`src/rtl/gf_inv_4_pipe_if.sv`:
```
// Handshake bundle for the pipelined GF(2^4) inverter: input nibble/tag stream,
// output inverse/tag stream and the pipeline occupancy count.
interface gf_inv_4_pipe_if #(
    parameter int TAG_W = 4
) ();
    logic             in_valid;
    logic             in_ready;
    logic [3:0]       A;
    logic [TAG_W-1:0] in_tag;
    logic             out_valid;
    logic             out_ready;
    logic [3:0]       Q;
    logic [TAG_W-1:0] out_tag;
    logic [1:0]       occupancy;

    modport slave (
        input  in_valid, A, in_tag, out_ready,
        output in_ready, out_valid, Q, out_tag, occupancy
    );

    modport master (
        output in_valid, A, in_tag, out_ready,
        input  in_ready, out_valid, Q, out_tag, occupancy
    );
endinterface

```
`src/rtl/gf_inv_4_pipe.sv`:
```
// Three-stage GF(2^4) inverter in normal basis [Y^4, Y] over GF(2^2) [Omega^2, Omega],
// with valid/ready flow control, collapsing bubbles and a sideband tag.
module gf_inv_4_pipe #(
    parameter int TAG_W = 4
) (
    input  logic               clk,
    input  logic               rst_n,
    gf_inv_4_pipe_if.slave     bus
);

    function automatic logic [1:0] gf_sq(input logic [1:0] x);
        return {x[0], x[1]};
    endfunction

    // N*x^2 with N = Omega^2
    function automatic logic [1:0] gf_sq_scl(input logic [1:0] x);
        return {x[1], x[1] ^ x[0]};
    endfunction

    function automatic logic [1:0] gf_mul(input logic [1:0] x, input logic [1:0] y);
        logic t;
        t = (x[1] ^ x[0]) & (y[1] ^ y[0]);
        return {(x[1] & y[1]) ^ t, (x[0] & y[0]) ^ t};
    endfunction

    logic             v1, v2, v3;
    logic [1:0]       a1, b1, t1;
    logic [1:0]       a2, b2, e2;
    logic [3:0]       q3;
    logic [TAG_W-1:0] tag1, tag2, tag3;
    logic [1:0]       occ;

    logic             adv2, adv3, in_rdy;
    logic             v1_nxt, v2_nxt, v3_nxt;
    logic [1:0]       a_in, b_in, t1_in;
    logic [1:0]       occ_nxt;

    // A stage may advance when the stage after it advances or is empty
    always_comb begin
        adv3   = bus.out_ready | ~v3;
        adv2   = adv3 | ~v2;
        in_rdy = adv2 | ~v1;
        v1_nxt = in_rdy ? bus.in_valid : v1;
        v2_nxt = adv2 ? v1 : v2;
        v3_nxt = adv3 ? v2 : v3;
        occ_nxt = 2'(v1_nxt) + 2'(v2_nxt) + 2'(v3_nxt);
    end

    always_comb begin
        a_in  = bus.A[3:2];
        b_in  = bus.A[1:0];
        t1_in = gf_sq_scl(a_in ^ b_in) ^ gf_mul(a_in, b_in);
    end

    // Data registers only load when a valid entry moves in, so stalled or idle stages keep their contents
    always_ff @(posedge clk) begin
        if (!rst_n) begin
            v1   <= 1'b0;
            v2   <= 1'b0;
            v3   <= 1'b0;
            a1   <= '0;
            b1   <= '0;
            t1   <= '0;
            tag1 <= '0;
            a2   <= '0;
            b2   <= '0;
            e2   <= '0;
            tag2 <= '0;
            q3   <= '0;
            tag3 <= '0;
            occ  <= '0;
        end else begin
            v1  <= v1_nxt;
            v2  <= v2_nxt;
            v3  <= v3_nxt;
            occ <= occ_nxt;
            if (in_rdy && bus.in_valid) begin
                a1   <= a_in;
                b1   <= b_in;
                t1   <= t1_in;
                tag1 <= bus.in_tag;
            end
            if (adv2 && v1) begin
                a2   <= a1;
                b2   <= b1;
                e2   <= gf_sq(t1);
                tag2 <= tag1;
            end
            if (adv3 && v2) begin
                q3   <= {gf_mul(e2, b2), gf_mul(e2, a2)};
                tag3 <= tag2;
            end
        end
    end

    assign bus.in_ready  = in_rdy;
    assign bus.out_valid = v3;
    assign bus.Q         = q3;
    assign bus.out_tag   = tag3;
    assign bus.occupancy = occ;

endmodule

```
`src/flat_wrapper.sv`:
```
// flat-port wrapper written by rule: the top's interface ports become plain ports
module gf_inv_4_pipe_flat 
#(
    parameter int TAG_W = 4
)
  (clk, rst_n, bus_in_valid, bus_A, bus_in_tag, bus_out_ready, bus_in_ready, bus_out_valid, bus_Q, bus_out_tag, bus_occupancy);
  gf_inv_4_pipe_if #(.TAG_W(TAG_W)) bus_i ();
  input  logic clk;
  input  logic rst_n;
  input wire logic [$bits(bus_i.in_valid)-1:0] bus_in_valid;
  input wire logic [$bits(bus_i.A)-1:0] bus_A;
  input wire logic [$bits(bus_i.in_tag)-1:0] bus_in_tag;
  input wire logic [$bits(bus_i.out_ready)-1:0] bus_out_ready;
  output wire logic [$bits(bus_i.in_ready)-1:0] bus_in_ready;
  output wire logic [$bits(bus_i.out_valid)-1:0] bus_out_valid;
  output wire logic [$bits(bus_i.Q)-1:0] bus_Q;
  output wire logic [$bits(bus_i.out_tag)-1:0] bus_out_tag;
  output wire logic [$bits(bus_i.occupancy)-1:0] bus_occupancy;
  assign bus_i.in_valid = bus_in_valid;
  assign bus_i.A = bus_A;
  assign bus_i.in_tag = bus_in_tag;
  assign bus_i.out_ready = bus_out_ready;
  assign bus_in_ready = bus_i.in_ready;
  assign bus_out_valid = bus_i.out_valid;
  assign bus_Q = bus_i.Q;
  assign bus_out_tag = bus_i.out_tag;
  assign bus_occupancy = bus_i.occupancy;
  gf_inv_4_pipe #(.TAG_W(TAG_W)) u_core (.clk(clk), .rst_n(rst_n), .bus(bus_i));
endmodule
```
`config.mk`:
```
export PLATFORM = sky130hd
export DESIGN_NAME = gf_inv_4_pipe_flat
export DESIGN_NICKNAME = d
export VERILOG_FILES = /design/src/rtl/gf_inv_4_pipe_if.sv /design/src/rtl/gf_inv_4_pipe.sv /design/src/flat_wrapper.sv
export SDC_FILE = /design/constraint.sdc
export NUM_CORES = 1
export LEC_CHECK = 0
export BUFFER_PORTS_ARGS = -buffer_cell sky130_fd_sc_hd__buf_2
export CAP_MARGIN = 10
export CORE_UTILIZATION = 30
export CTS_CLUSTER_SIZE = 24
export DETAILED_ROUTE_END_ITERATION = 8
export PLACE_DENSITY = 0.5
export SYNTH_ARGS = -nofsm -noshare
export SYNTH_HDL_FRONTEND = slang
export SYNTH_SLANG_ARGS = --single-unit
```
`constraint.sdc`:
```
create_clock -name clk -period 1.9 [get_ports clk]
set_clock_uncertainty 0.1 [all_clocks]
set_input_delay 0.19 -clock clk [delete_from_list [all_inputs] [get_ports clk]]
set_output_delay 0.19 -clock clk [all_outputs]
set_load 0.02 [all_outputs]
```
### After elaboration in Yosys (flattened, before gate mapping)

Index checks and enable logic that the tools add are counted.

| cells by class | value |
|---|---|
| $add $sub $neg | 2 |
| multiply operators | 0 |
| div/mod/pow operators | 0 |
| magnitude comparators | 0 |
| equality and inequality tests | 0 |
| shifts and indexed selects | 0 |
| muxes and demuxes | 3 |
| bitwise logic cells | 29 |
| reductions and logical operators | 3 |

Operators by type and width:

| cell | count |
|---|---|
| $xor A1 B1 Y1 | 12 |
| $and A1 B1 Y1 | 9 |
| $xor A2 B2 Y2 | 2 |
| $logic_and A1 B1 Y1 | 3 |
| $mux W1 | 3 |
| $not A1 Y1 | 3 |
| $or A1 B1 Y1 | 3 |
| $add A1 B1 Y2 | 1 |
| $add A2 B1 Y2 | 1 |

| storage, ports and cells | value |
|---|---|
| register bits after elaboration | 33 |
| latch bits | 0 |
| memory bits (writable) | 0 |
| memory bits (read-only) | 0 |
| memories | 0 |

### Logic depth before layout (Yosys ltp)

| depth | value |
|---|---|
| word-level depth | 7 |
| depth in mapped cells | 5 |

### Worst setup path after synthesis

OpenSTA, ideal clock, no wires.

| timing | value |
|---|---|
| kind | reg2reg |
| from | reg u_core.v3, in the netlist u_core.bus.out_valid |
| to | reg u_core.occ[0], in the netlist u_core.bus.occupancy[0] |
| setup time | 0.126 ns |
| arrival | 1.388 ns |
| data required time | 1.674 ns |
| slack | 0.285 ns |
| cell stages (with the launch flop) | 5 |
| buffers on the path | 0 |
| cells stage by stage | dfxtp_1 nand4b_4 nor2b_1 fa_1 nor2_1 |

| on the way | value |
|---|---|
| cells in the longest elaborated chain, start to end | 7 |

Ends and longest elaborated chain:

| what | line | RTL |
|---|---|---|
| start, declared | gf_inv_4_pipe.sv:26 | `logic v1, v2, v3;` |
| start signal, assigned | gf_inv_4_pipe.sv:75 | `v3 <= v3_nxt;` |
| $not A1 Y1 | gf_inv_4_pipe.sv:40 | `adv3 = bus.out_ready \| ~v3;` |
| $or A1 B1 Y1 | gf_inv_4_pipe.sv:40 |  |
| $or A1 B1 Y1 | gf_inv_4_pipe.sv:41 | `adv2 = adv3 \| ~v2;` |
| $or A1 B1 Y1 | gf_inv_4_pipe.sv:42 | `in_rdy = adv2 \| ~v1;` |
| net bus_in_ready | flat_wrapper.sv:14 | `output wire logic [$bits(bus_i.in_ready)-1:0] bus_in_ready;` |
| $mux W1 | gf_inv_4_pipe.sv:43 | `v1_nxt = in_rdy ? bus.in_valid : v1;` |
| $add A1 B1 Y2 | gf_inv_4_pipe.sv:46 | `occ_nxt = 2'(v1_nxt) + 2'(v2_nxt) + 2'(v3_nxt);` |
| $add A2 B1 Y2 | gf_inv_4_pipe.sv:46 |  |
| end signal, assigned | gf_inv_4_pipe.sv:76 | `occ <= occ_nxt;` |
| end, declared | gf_inv_4_pipe.sv:31 | `logic [1:0] occ;` |

The timed path passes the listed nets, and every way through them passes these cells.
A chain may end at the register's enable or synchronous reset.

### Final worst setup path

| timing | value |
|---|---|
| from | reg u_core.v2 |
| to | reg u_core.occ[0], in the netlist u_core.bus.occupancy[0] |

| on the way | value |
|---|---|
| cells in the longest elaborated chain, start to end | 6 |

Ends and longest elaborated chain:

| what | line | RTL |
|---|---|---|
| start, declared | gf_inv_4_pipe.sv:26 |  |
| start signal, assigned | gf_inv_4_pipe.sv:74 | `v2 <= v2_nxt;` |
| $not A1 Y1 | gf_inv_4_pipe.sv:41 |  |
| $or A1 B1 Y1 | gf_inv_4_pipe.sv:41 |  |
| $or A1 B1 Y1 | gf_inv_4_pipe.sv:42 |  |
| $mux W1 | gf_inv_4_pipe.sv:43 |  |
| $add A1 B1 Y2 | gf_inv_4_pipe.sv:46 |  |
| $add A2 B1 Y2 (*) | gf_inv_4_pipe.sv:46 |  |

Mark *: on every way between the ends. The rest lies on a longest branch, timed or not.

==> results.toml <==
[outcome]
status = "finished, final reports clean"

[timing]
min_period_over_period_pct = 79.6
setup-violations-final = 0
slew_headroom_pct = 76.7
max_slew.worst_pin.slew_ps = 349
slew_viol_final = 0
layout_min_cycle_time_ps = 1510
rsz0062_at_grt = "no"
hold_violations = 0
tns_ps = 0
fmax_mhz = 661

[grt]
antenna_found_initial = 0
grt_pass1_vias = 914
overflow = 0
grt_usage_pct = 11.3
grt_pass1_wl_mm = 4.19
grt_max_degree = 22

[final_layout]
final_area_um2 = 1610
nFillCells = 468
drive_gt1_share_pct = 21.9
area_growth_syn_to_layout_pct = 16.6
n_antenna_cell = 0
final_util_pct = 36.8
num-nets-final = 184

[logic_synthesis]
synthesis.instances = 144
yosysMostFrequentCell = "dfxtp_1"
yosysSeqAreaShare_pct = 47.8
yosysTopAreaCellShare_pct = 47.8
synth-edff-count = 0
netlist_top_cells_count = "dfxtp_1, nand2_1, nor2_1"
ys_async_sr_fraction_pct = 0
synth.distinct_cells = 24
synthTopCellsByArea = "dfxtp_1, mux2i_1, nand2_1"
synth_top_area_cell = "dfxtp_1"
avgSynthCellArea_um2 = 9.60
synth_nets = 159
synthFlopType = "dfxtp_1"
ys_seq_elements = 33
syn_area_um2 = 1380
yosys_warnings = 0

[worst_setup_path]
slowest_stage = "fa_1"
crit_arrival_ps = 1570
crit_start = "u_core.v2"
start_kind = "register"
endpoint = "u_core.bus.occupancy[0]"
crit_required_ps = 1960
critical-path-max-stage-delay_ps = 480
critPathKind = "reg2reg"
timing.rr.end = "u_core.bus.occupancy[0]"
ff2ff_path_depth = 4
r2r_start = "u_core.v2"
critPathCaptureType = "register"
path_cells = "nand4b_4 > nor2b_1 > fa_1 > nor2_1"
crit_path_max_fanout = 5
r2r_slack_ps = 390

[floorplanning]
die_w_um = 69.9
num_rows = 24
core_area_um2 = 4380
ios = 24
die_area_um2 = 4880
die_h_um = 69.9
start_util_pct = 31.5

[route]
wl_mm = 2.47
num_vias = 1002
drc = 0
drt_first_pass_iters = 4
drt_iter0_drc = 43
vias_per_cell = 4.53
drtAntennaViolNets = 0
post_drt_wl_per_cell_um = 11.2

[clocking]
clk_pin_slew_worst_paths_ps = 60
cts_tree = "done"
cts_resized = 0
cts.sinks = 33
cts_setup_buffers = 0
cts_buffers = 5
worstSkewPairLatency_ps = 280
cts_max_level = 2
postCtsHoldBufs = 0
cts-root-buf = "clkbuf_8"
cts_max_path_buffers = 2

[min_path]
hp-class = "in2reg"

[placement]
dpl.hpwl_mm = 1.83
routabilityCongestion = 0.764
placed_cell_area_um2 = 1530
portBuffers = 23

[pwr]
ir_drop_v = 0.000249
p_leak_nw = 0.745
power_density_nw_per_um2 = 881

[flow_run]
maxCapViolCount = 0
## through the flow
stage	instances	power [mW]	setup slack, ps	hold WS [ps]
global route	221	1.50	256	55.9
detailed placement	214	0.916	382	339
floorplan	144	0.875	285	226
global placement	214	0.909	433	332
CTS	221	1.44	372	39.1
finish	221	1.42	387	45.3
## layer usage
layer  wire length, um  global-route usage, %
met1              1200                   13.8
met3               121                   4.04
met5                 0                      0
met2              1100                   17.0
met4                51                   6.67
## placed cells by master, fill, tap and decap left out, types with 2 or more instances in the layout
cell type and instances:
xnor2_1 8, ha_1 2, mux2i_1 14, a211oi_1 4, buf_2 23, xor2_1 5
nor2_1 24, a21oi_1 11, dfxtp_1 33, clkbuf_8 6, nand2_1 24
## layout make-up
cell class | count | area, um^2 | share of cell area (%)
timing repair buffer | 24 | 123 | 7.61
multi-input combinational | 104 | 673 | 41.8
tap | 52 | 65.1 | 4.04
sequential | 33 | 661 | 41.0
clock buffer | 7 | 86.3 | 5.36
inverter | 1 | 3.75 | 0.233
## critical path: cells and delay by family, from the launching register on
| kind | cells | cell delay (ps) |
|---|---|---|
| adders and majority gates | 1 | 480 |
| DFF | 1 | 440 |
| and+or+nand+nor | 3 | 370 |
## power by group
part	switching [mW]	internal (mW)
Combinational	0.0863	0.0703
Sequential	0.0188	0.723
Clock	0.234	0.287
Total	0.339	1.08
## logic make-up after synthesis
group,Yosys count,synth area share (%)
adder cells (fa/ha/maj),3,3.26
flip-flops,33,47.8
multiplexers,14,10.1
buffers and inverters,7,3.53
AO/OA/AOI/OAI,19,8.60
AND/OR/NAND/NOR,55,18.5
XOR/XNOR,13,8.24
## flip-flops by register name, summed over array words and instances, names as in the netlist
name                  flops
u_core.bus.out_tag        4
u_core.bus.occupancy      2
u_core.tag1               4
u_core.b2                 2
u_core.t1                 2
u_core.a1                 2
u_core.b1                 2
u_core.tag2               4
u_core.v1                 1
u_core.bus.Q              4
u_core.v2                 1
u_core.bus.out_valid      1
u_core.a2                 2
u_core.e2                 2
## worst min path at each step
stage             startpoint              to  cells after the start
2_1_floorplan       bus_A[2]    u_core.a1[0]                      2
3_3_place_gp   bus_in_tag[2]  u_core.tag1[2]                      3
3_5_place_dp   bus_in_tag[2]  u_core.tag1[2]                      3
4_1_cts        bus_in_tag[2]  u_core.tag1[2]                      3
5_1_grt        bus_in_tag[2]  u_core.tag1[2]                      3
6_report       bus_in_tag[2]  u_core.tag1[2]                      3
(Power assumes the default switching activity.)
